**config.mk**
```make
export PLATFORM = sky130hd
export DESIGN_NAME = normalize_shift
export DESIGN_NICKNAME = d
export VERILOG_FILES = /design/src/rtl/normalize_shift.sv
export SDC_FILE = /design/constraint.sdc
export NUM_CORES = 1
export LEC_CHECK = 0
export BUFFER_PORTS_ARGS = -buffer_cell sky130_fd_sc_hd__buf_2
export CAP_MARGIN = 20
export CORE_ASPECT_RATIO = 0.75
export CORE_UTILIZATION = 51
export DETAILED_ROUTE_END_ITERATION = 16
export GPL_TIMING_DRIVEN = 0
export PLACE_DENSITY = 0.8
export RECOVER_POWER = 50
export SLEW_MARGIN = 20
export SYNTH_ARGS = -nofsm -noshare
export SYNTH_HDL_FRONTEND = slang
export SYNTH_SLANG_ARGS = --single-unit
```
**constraint.sdc**
```tcl
create_clock -name clk -period 2.75 [get_ports clk]
set_input_delay 0.4125 -clock clk [delete_from_list [all_inputs] [get_ports clk]]
set_output_delay 0.4125 -clock clk [all_outputs]
set_load 0.02 [all_outputs]
```
**src/rtl/normalize_shift.sv**
```systemverilog
// Normalizes a raw 16-bit mantissa sum one step per cycle, adjusting the
// exponent and flagging overflow, underflow and zero before rounding.
module normalize_shift (
    input  logic        clk,
    input  logic        rst,
    input  logic        in_valid,
    output logic        in_ready,
    input  logic        in_sign,
    input  logic [15:0] in_man,
    input  logic [5:0]  in_exp,
    output logic        out_valid,
    input  logic        out_ready,
    output logic        out_sign,
    output logic [15:0] out_man,
    output logic [5:0]  out_exp,
    output logic [3:0]  out_shift,
    output logic [1:0]  exception
);

    typedef enum logic [1:0] {
        IDLE,
        SHIFT,
        HOLD
    } state_t;

    state_t      state, state_nx;
    logic        sign_q, sign_nx;
    logic [15:0] man_q, man_nx;
    logic [5:0]  exp_q, exp_nx;
    logic [3:0]  cnt_q, cnt_nx;
    logic [1:0]  exc_q, exc_nx;
    logic [3:0]  cnt_inc;

    assign cnt_inc = (cnt_q == 4'hf) ? cnt_q : cnt_q + 4'd1;

    always_comb begin
        state_nx = state;
        sign_nx  = sign_q;
        man_nx   = man_q;
        exp_nx   = exp_q;
        cnt_nx   = cnt_q;
        exc_nx   = exc_q;
        unique case (state)
            IDLE: begin
                if (in_valid) begin
                    sign_nx  = in_sign;
                    man_nx   = in_man;
                    exp_nx   = in_exp;
                    cnt_nx   = 4'd0;
                    exc_nx   = 2'b00;
                    state_nx = SHIFT;
                end
            end
            SHIFT: begin
                if (man_q == 16'd0) begin
                    exp_nx   = 6'd0;
                    exc_nx   = 2'b11;
                    state_nx = HOLD;
                end else if (exp_q >= 6'd31) begin
                    man_nx   = 16'd0;
                    exp_nx   = 6'd31;
                    exc_nx   = 2'b01;
                    state_nx = HOLD;
                end else if (man_q[15]) begin
                    // right shift folds the dropped bit into sticky
                    man_nx = {1'b0, man_q[15:2], man_q[1] | man_q[0]};
                    exp_nx = exp_q + 6'd1;
                    cnt_nx = cnt_inc;
                end else if (man_q[14]) begin
                    exc_nx   = 2'b00;
                    state_nx = HOLD;
                end else if (exp_q <= 6'd1) begin
                    exc_nx   = 2'b10;
                    state_nx = HOLD;
                end else begin
                    man_nx = {man_q[14:0], 1'b0};
                    exp_nx = exp_q - 6'd1;
                    cnt_nx = cnt_inc;
                end
            end
            HOLD: begin
                if (out_ready) state_nx = IDLE;
            end
            default: state_nx = IDLE;
        endcase
    end

    always_ff @(posedge clk or posedge rst) begin
        if (rst) begin
            state  <= IDLE;
            sign_q <= 1'b0;
            man_q  <= 16'd0;
            exp_q  <= 6'd0;
            cnt_q  <= 4'd0;
            exc_q  <= 2'b00;
        end else begin
            state  <= state_nx;
            sign_q <= sign_nx;
            man_q  <= man_nx;
            exp_q  <= exp_nx;
            cnt_q  <= cnt_nx;
            exc_q  <= exc_nx;
        end
    end

    assign in_ready  = (state == IDLE);
    assign out_valid = (state == HOLD);
    assign out_sign  = sign_q;
    assign out_man   = man_q;
    assign out_exp   = exp_q;
    assign out_shift = cnt_q;
    assign exception = exc_q;

endmodule

```
==> metrics.md <==
| Metric | Value |
|---|---|
| Status | `complete, no violations` |
| Port bufs | `57` |
| Sw frac | `50.3%` |
| Sequential fraction of the synthesis area | `41.8%` |
| Final Hold Viols | `0` |
| Number of antenna violations at the first check in global routing | `0` |
| Share of the synthesized area in the top cell type | `41.8%` |
| WL per Instance | `16.2 um` |
| Vias | `1872` |
| Core area | `3380 um2` |
| Max-cap violations | `0` |
| Vias/cell | `6.28` |
| Avg Cell Area, Syn | `9.61 um2` |
| Post-CTS Hold Fix Bufs | `0` |
| Share of cells above drive strength 1 | `25.6%` |
| Total global-route track usage | `25.6%` |
| CP startpoint kind | `flop` |
| Diode count | `0` |
| Post_cts resized | `0` |
| Number of global-route vias before repair | `1514` |
| Flops & latches, synth | `31` |
| Pin count of the biggest net entering global routing | `32` |
| Synth area leaders | `dfrtp_1 (42%), a222oi_1 (7.0%), o21ai_0 (5.7%)` |
| Routed WL | `4.81 mm` |
| Clock transition at path regs | `0.06 ns` |
| Synthesis-to-layout area growth | `21.8%` |
| Post-route ant nets | `0` |
| Simple-Gate Fraction of Synth Area | `17.7%` |
| Post-CTS setup buffers | `0` |
| RSZ-0062 raised after global routing | `false` |
| Worst min-delay path class | `input pin to flop` |
| IO Pins | `58` |
| Largest family of logic cells by synthesized area | `compound AO/OA/AOI/OAI gates` |
| Number of synthesized flops with an enable pin | `0` |
| Sequential power share | `31.5%` |
| DP HPWL | `3.35 mm` |
| Commonest cells after routing, fill and taps aside | `buf_2 (43), dfrtp_1 (31), nand2_1 (24), clkbuf_1 (23), o21ai_0 (21)` |
| Cts bufs inserted | `5` |
| Die width | `71.6 um` |
| Reg-to-reg startpoint | `out_exp[0]$_DFFE_PP0P_` |
| Peak Freq | `409 MHz` |
| Synth Area in Compound Gates | `28.9%` |
| R2R cell count | `7` |
| Die H | `54.2 um` |
| DR iter-0 viols | `187` |
| Clock tree from TritonCTS | `yes` |
| Critical Path Sink Type | `flop` |
| Ys Warns | `0` |
| Xor/xnor share of the synthesized area | `0.945%` |
| Clock Sinks | `31` |
| Routability Congestion | `0.871` |
| Rows | `18` |
| Slew @ Worst Pin | `1.16 ns` |
| Clock Skew | `0.00509 ns` |
| Finished Layout Cells | `298` |
| Internal power | `1.47 mW` |
| Pleak | `1.01 nW` |
| CP Capture Point | `out_man[4]$_DFFE_PP0P_` |
| Cells after synthesis | `193` |
| Global route total overflow | `0` |
| H-Tree Depth | `2` |
| FFs w/ async S/R, synth | `100%` |
| CP arrival | `2.65 ns` |
| Power per cell area | `1310 nW/um2` |
| Effective utilization at floorplan | `54.9%` |
| Final setup TNS | `0 ns` |
| Crit path required time | `2.95 ns` |
| Worst Setup SP | `out_exp[0]$_DFFE_PP0P_` |
| Final Slew Violations | `0` |
| First-pass GRT wire length | `7.37 mm` |
| Slew headroom | `22.9%` |
| First-pass detailed-route iteration total | `5` |
| Placed insts | `290` |
| Root buffer cell | `clkbuf_8` |
| Nets | `288` |
| Critical path peak fanout | `10` |
| Fraction of synthesized area in multiplexers | `1.69%` |
| Yosys top cell by area | `dfrtp_1` |
| R2r endpoint | `out_man[4]$_DFFE_PP0P_` |
| Max IR drop VDD | `718 uV` |
| Reg2reg setup slack | `0.30 ns` |
| Clk_lat worst skew | `0.29 ns` |
| Hold path start | `in_sign` |
| Comb pwr share | `56.7%` |
| Final setup fails | `0` |
| Post-synth cell types | `50` |
| Synthesized area | `1850 um2` |
| Psw | `1.48 mW` |
| Die area | `3880 um2` |
| Setup CP Type | `flop to flop` |
| Most common cell after layout, fill and taps aside | `buf_2` |
| Synth Area in Adders | `2.70%` |
| Clock network fraction of total power | `11.7%` |
| Min Tclk post-route | `2.45 ns` |
| Residual DRC | `0` |
| Period utilization | `89.0%` |
| Ys flop type | `dfrtp_1` |
| Clk buf depth | `2` |
| Net Count, Synth | `224` |
worst min-delay path by stage:
stage                     cells after the start                       end  slack, ns
after floorplan                               1  exception[0]$_DFFE_PP0P_       0.52
after global placement                        2      out_sign$_DFFE_PP0P_       0.47
after detailed placement                      2      out_sign$_DFFE_PP0P_       0.48
after CTS                                     2      state[1]$_DFFE_PP0P_       0.23
after global routing                          3      out_sign$_DFFE_PP0P_       0.35
final                                         3      out_sign$_DFFE_PP0P_       0.32
state kept, by name (all words and copies together), names as in the netlist:
register   flops
exception      2
state          2
out_sign       1
out_shift      4
out_man       16
out_exp        6
per-layer routing:
| metal | GRT usage (%) | vias to the layer above | part of all wire [%] |
|---|---|---|---|
| met5 | 0 | - | 0 |
| met4 | 7.19 | 0 | 0.64 |
| met3 | 7.55 | 7 | 7.6 |
| met2 | 33.8 | 91 | 44 |
| met1 | 39.6 | 902 | 48 |
| li1 | - | 872 | - |
worst max-delay path: stages (launching register included):
cell and delay (ns):
dfrtp_1 0.47, ha_1 0.32, a41oi_4 0.38, nand2_1 0.19, nor4b_2 0.40, buf_2 0.31
a222oi_1 0.09, o21ai_0 0.19
Yosys cell counts (all sizes together) (3+ instances only):
| cell type | number |
|---|---|
| a21oi | 10 |
| ha | 4 |
| a211oi | 4 |
| nor3 | 3 |
| clkbuf | 7 |
| nor2 | 13 |
| a222oi | 13 |
| o21ai | 21 |
| nand3 | 3 |
| buf | 6 |
| a31oi | 7 |
| inv | 7 |
| nor4 | 5 |
| nand2 | 24 |
| dfrtp | 31 |
cell type report:
| cell class | count | area, um2 |
|---|---|---|
| Clock buffer | 7 | 76.3 |
| Inverter | 7 | 26.3 |
| Tap cell | 40 | 50.0 |
| Timing Repair Buffer | 57 | 267 |
| Multi-Input combinational cell | 142 | 968 |
| Sequential cell | 31 | 776 |
| Fill cell | 286 | 1120 |
| Buffer | 13 | 90.1 |
| Clock inverter | 1 | 5.00 |
logic make-up (layout without fill, tap and decap cells):
group	count (synthesis)	in the layout
simple gates	64	64
fa+ha+maj	4	4
xor+xnor	2	2
mux	3	3
buf+inv	20	85
flops	31	31
compound gates	69	69
power groups by stage:
stage	sequential, mW	clock [mW]	combinational (mW)
floorplan	1.10	0	1.01
global placement	0.918	0	1.65
detailed placement	0.923	0	1.67
CTS	0.916	0.350	1.68
global route	0.957	0.375	1.84
finish	0.929	0.346	1.67
through the flow:
stage	cell area (um2)	total power, mW	worst slack, ns	hold slack [ns]	utilization (%)
final	2260	2.95	0.302	0.323	66.9
after global routing	2260	3.17	0.160	0.349	66.9
after CTS	2270	2.94	0.140	0.234	67.2
after detailed placement	2190	2.59	0.155	0.481	64.8
after global placement	2190	2.57	0.171	0.473	64.8
after floorplan	1850	2.11	0.534	0.516	-
Power figures use the tool's default switching activity.
